==> src/rtl/serial_adder_pkg.sv <==
`default_nettype none
// ============================================================================
// Module      : serial_adder_pkg
// Description : FSM state encoding and sizing helper shared by serial_adder
//               and its testbench.
// Revision    : 1.0 - initial release
// ============================================================================
package serial_adder_pkg;

    typedef enum logic [1:0] {
        IDLE = 2'd0,
        RUN  = 2'd1,
        DONE = 2'd2
    } state_t;

    // Bit counter width: one spare bit above clog2 so WIDTH itself is representable.
    function automatic int cnt_width(input int width);
        return $clog2(width) + 1;
    endfunction

endpackage
`default_nettype wire

==> src/rtl/full_adder.sv <==
`default_nettype none
// ============================================================================
// Module      : full_adder
// Description : One-bit full adder built from two half adders and an OR.
// Revision    : 1.0 - initial release
// ============================================================================
module full_adder (
    input  logic a,
    input  logic b,
    input  logic cin,
    output logic s,
    output logic cout
);

    logic w_p;
    logic w_g;
    logic w_pc;

    assign w_p  = a ^ b;
    assign w_g  = a & b;
    assign s    = w_p ^ cin;
    assign w_pc = w_p & cin;
    assign cout = w_g | w_pc;

endmodule
`default_nettype wire

==> src/rtl/serial_adder.sv <==
`default_nettype none
// ============================================================================
// Module      : serial_adder
// Description : Bit-serial add/subtract, one bit per clock, LSB first, with
//               unsigned carry and signed overflow flags.
// Revision    : 1.0 - initial release
// ============================================================================
module serial_adder
    import serial_adder_pkg::*;
#(
    parameter int WIDTH = 8
) (
    input  logic             i_clk,
    input  logic             i_rst,
    input  logic             i_start,
    input  logic             i_sub,
    input  logic [WIDTH-1:0] i_a,
    input  logic [WIDTH-1:0] i_b,
    output logic             o_busy,
    output logic             o_done,
    output logic [WIDTH-1:0] o_sum,
    output logic             o_carry,
    output logic             o_overflow
);

    localparam int                 c_cnt_w = cnt_width(WIDTH);
    localparam logic [c_cnt_w-1:0] c_last  = c_cnt_w'(WIDTH - 1);

    state_t             r_state;
    state_t             w_next;
    logic [WIDTH-1:0]   r_a;
    logic [WIDTH-1:0]   r_b;
    logic [WIDTH-1:0]   r_acc;
    logic [WIDTH-1:0]   r_sum;
    logic               r_carry;
    logic               r_co;
    logic               r_ov;
    logic [c_cnt_w-1:0] r_cnt;
    logic               w_s;
    logic               w_cout;
    logic               w_last;
    logic               w_accept;

    full_adder u_fa (
        .a    (r_a[0]),
        .b    (r_b[0]),
        .cin  (r_carry),
        .s    (w_s),
        .cout (w_cout)
    );

    assign w_last   = (r_cnt == c_last);
    assign w_accept = (r_state == IDLE) && i_start;

    always_ff @(posedge i_clk) begin
        if (i_rst) begin
            r_state <= IDLE;
        end else begin
            r_state <= w_next;
        end
    end

    always_comb begin
        w_next = r_state;
        case (r_state)
            IDLE:    if (i_start) w_next = RUN;
            RUN:     if (w_last)  w_next = DONE;
            DONE:    w_next = IDLE;
            default: w_next = IDLE;
        endcase
    end

    always_ff @(posedge i_clk) begin
        if (i_rst) begin
            r_a     <= '0;
            r_b     <= '0;
            r_acc   <= '0;
            r_sum   <= '0;
            r_carry <= 1'b0;
            r_co    <= 1'b0;
            r_ov    <= 1'b0;
            r_cnt   <= '0;
        end else if (w_accept) begin
            // Subtraction is A + ~B + 1: invert B here and seed the carry with 1.
            r_a     <= i_a;
            r_b     <= i_sub ? ~i_b : i_b;
            r_carry <= i_sub;
            r_acc   <= '0;
            r_cnt   <= '0;
        end else if (r_state == RUN) begin
            r_acc   <= {w_s, r_acc[WIDTH-1:1]};
            r_a     <= r_a >> 1;
            r_b     <= r_b >> 1;
            r_carry <= w_cout;
            r_cnt   <= r_cnt + c_cnt_w'(1);
            if (w_last) begin
                // r_carry still holds the carry into the MSB on this final step.
                r_sum <= {w_s, r_acc[WIDTH-1:1]};
                r_co  <= w_cout;
                r_ov  <= r_carry ^ w_cout;
            end
        end
    end

    assign o_busy     = (r_state == RUN);
    assign o_done     = (r_state == DONE);
    assign o_sum      = r_sum;
    assign o_carry    = r_co;
    assign o_overflow = r_ov;

endmodule
`default_nettype wire
==> config.mk <==
export PLATFORM = sky130hd
export DESIGN_NAME = serial_adder
export DESIGN_NICKNAME = d
export VERILOG_FILES = /design/src/rtl/serial_adder_pkg.sv /design/src/rtl/full_adder.sv /design/src/rtl/serial_adder.sv
export SDC_FILE = /design/constraint.sdc
export NUM_CORES = 1
export LEC_CHECK = 0
export ABC_AREA = 1
export CAP_MARGIN = 25
export CORE_ASPECT_RATIO = 0.5
export CORE_MARGIN = 5
export CORE_UTILIZATION = 40
export DETAILED_ROUTE_END_ITERATION = 8
export GPL_ROUTABILITY_DRIVEN = 1
export MAX_ROUTING_LAYER = met4
export PLACE_DENSITY_LB_ADDON = 0.05
export SYNTH_ARGS = -nofsm -noshare
export SYNTH_HDL_FRONTEND = slang
export SYNTH_SLANG_ARGS = --single-unit
==> constraint.sdc <==
create_clock -name i_clk -period 1.6 [get_ports i_clk]
set_clock_uncertainty 0.1 [all_clocks]
set_input_delay 0.32 -clock i_clk [delete_from_list [all_inputs] [get_ports i_clk]]
set_output_delay 0.32 -clock i_clk [all_outputs]
set_load 0.005 [all_outputs]
==> flow_metrics.tcl <==
set metrics [dict create \
    antenna_found_initial 0 \
    final_cells 369 \
    clock-sinks 40 \
    period_needed_ps 1570 \
    synth-edff-count 0 \
    final_area_mm2 0.00235 \
    ys_warn_count 0 \
    worstSetupEndpointType "output pin" \
    diodes 0 \
    powerDensity_mw_per_mm2 920 \
    clk_latency_ps 300 \
    syn_inst 274 \
    rows 17 \
    die_area_mm2 0.00612 \
    syn-num-nets 296 \
    status "completed" \
    nets 333 \
    synth_seq_cells 40 \
    maxCapViolCount 0 \
    drtIter0Drc 61 \
    max-vdd-ir-drop_mv 0.406 \
    drive_gt1_frac 0.109 \
    clockBufferDepth 2 \
    overflow 0 \
    avgViaCountPerCell 4.62 \
    slew_viol_final 0 \
    worst-setup-path-type "flop to output pin" \
    synth.most_common_cell "nand2_1" \
    grt_pass1_wl_um 7090 \
    remaining_drc_errors 0 \
    cts_setup_buffers 0 \
    slowest_delay_ps 500 \
    clkTransAtPathRegs_ps 90 \
    cts_inserted_buffers 5 \
    synth_flop_cell "dfxtp_1" \
    synth.distinct_cells 19 \
    die_h_um 57.9 \
    synth_area_leaders "dfxtp_1 44%, nand2_1 26%, a21oi_1 5.5%, nand3_1 5.2%, nor2_1 4.7%" \
    critPathLaunchType "flop" \
    ant_nets 0 \
    placed_cells 361 \
    cpMaxStageDelayCell "clkdlybuf4s50_1" \
    fmax_ghz 0.636 \
    port_buffers 31 \
    grt_pass1_vias 1556 \
    syn_area_mm2 0.00183 \
    rsz0062_at_grt "yes" \
    cp_cell_sequence "clkdlybuf4s50_1" \
    worstPathRequired_ps 1180 \
    grt.total_usage 0.149 \
    path_buf_inv 1 \
    vias 1703 \
    start_util 0.415 \
    core_area_mm2 0.00442 \
    slew_headroom 0.754 \
    hold_viol_final 0 \
    cts-root-buf "clkbuf_8" \
    setup_violations 0 \
    pin_count 32 \
    hp-class "flop to flop" \
    synth_commonest_cells "125 x nand2_1, 40 x dfxtp_1, 23 x nor2_1, 20 x a21oi_1, 19 x nand3_1" \
    h-tree-depth 2 \
    dr.pass1.iters 4 \
    p_total_uw 2170 \
    routed_wl_um 4070 \
    yosysTopAreaCell "dfxtp_1" \
    fin_setup_tns_ps 0 \
    dpl.hpwl_um 2950 \
    ys_async_sr_fraction 0 \
    yosys.area.top_type_share 0.437 \
    worst-path-max-fanout 2 \
    cts_tree "done" \
    crit_family "buffers and inverters" \
    fill_cells 447 \
    syn_to_final_growth_pct 28.4 \
    worst_slew_pin_slew_ps 369 \
    die_w_um 106 \
    finalCritPeriodShare 0.982 \
    gp_congestion 0.762 \
    place_area_mm2 0.00222 \
    cp.arrival_ps 1150 \
    ys_seq_area_frac 0.437 \
    syn_area_per_cell_um2 6.69 \
    grt_max_degree 23 \
    leakagePower_uw 0.00111 \
    routedWlPerCell_um 11.0 \
]
-- timing repair --
item | CTS | global route
hold buffers | 0 | 0
gates resized for setup | 5 | 8
setup endpoints to repair | 6 | 8
endpoints found under the hold margin | 0 | 0
-- worst register-to-register path, delay by kind of cell (launching register included) --
kind                       cells  cell delay [ps]
AOI/OAI and AO/OA              1              130
and+or+nand+nor                3              560
DFF                            1              360
adders and majority gates      1              190
-- path summary, 6_finish.rpt --
check / from / to / slack, ps / cells after the start
worst min-delay path: r_b[7] / r_b[6] / 350 / 2
worst min register to register: r_b[7] / r_b[6] / 350 / 2
worst max register to register: r_cnt[1] / o_sum[2] / 200 / 5
worst max-delay path: o_sum[6] / o_sum[6] / 30 / 1
-- metal layers --
metal,GRT usage,wire length (um),up-vias
li1,-,-,915
met1,0.184,1980,739
met2,0.235,1760,41
met3,0.0445,269,8
met4,0.0554,63,0
met5,-,0,-
-- registers in the layout, summed over array words and instances (netlist names) --
register and flops:
r_b 8, r_acc 7, r_a 8, r_cnt 4, o_carry 1, o_sum 8, r_state 2, o_overflow 1
r_carry 1
-- stage by stage --
step / utilization / setup WS, ps / hold slack [ps]
2_1_floorplan: - / 308 / 326
3_5_place_dp: 0.503 / -27.1 / 339
4_1_cts: 0.529 / 10.9 / 351
6_report: 0.532 / 28.8 / 353
3_3_place_gp: 0.503 / -14.2 / 332
5_1_grt: 0.532 / -1.80 / 377
-- power breakdown --
group          internal (uW)  switching, uW
Clock                    470            386
Combinational            120            144
Sequential              1030           20.4
Total                   1620            550
-- cells in the final DEF, fill, tap and decap left out --
cell	n
fa_1	1
ha_1	1
nand3_1	19
xor2_1	3
dlymetal6s2s_1	3
inv_1	17
clkdlybuf4s50_1	26
buf_12	1
inv_2	3
nand2_1	125
dfxtp_2	6
clkinv_4	2
dlygate4sd2_1	2
dfxtp_1	34
nor2_1	22
nand2_2	3
nor3_1	2
a21oi_1	20
bufinv_16	1
nor2_2	2
buf_4	10
clkbuf_8	5
nor2_4	1
o21ai_0	3
-- cell type report --
type / count / area (um^2) / share of cell area
repair buffers: 42 / 410 / 0.174
clock inverters: 3 / 47.5 / 0.0202
flip-flops and latches: 40 / 808 / 0.343
multi-input cells: 202 / 873 / 0.371
inverters: 20 / 75.1 / 0.0319
clock buffers: 5 / 68.8 / 0.0292
well taps: 57 / 71.3 / 0.0303
-- logic make-up (layout without fill, tap and decap cells) --
logic type	count (synthesis)	count (layout)	share of synthesized area
buffers and inverters	32	70	0.0887
AOI/OAI and AO/OA	23	23	0.0628
xor gates and xnor gates	3	3	0.0143
and+or+nand+nor	174	174	0.380
DFF	40	40	0.437
adders and majority gates	2	2	0.0177
Power figures use the tool's default switching activity.
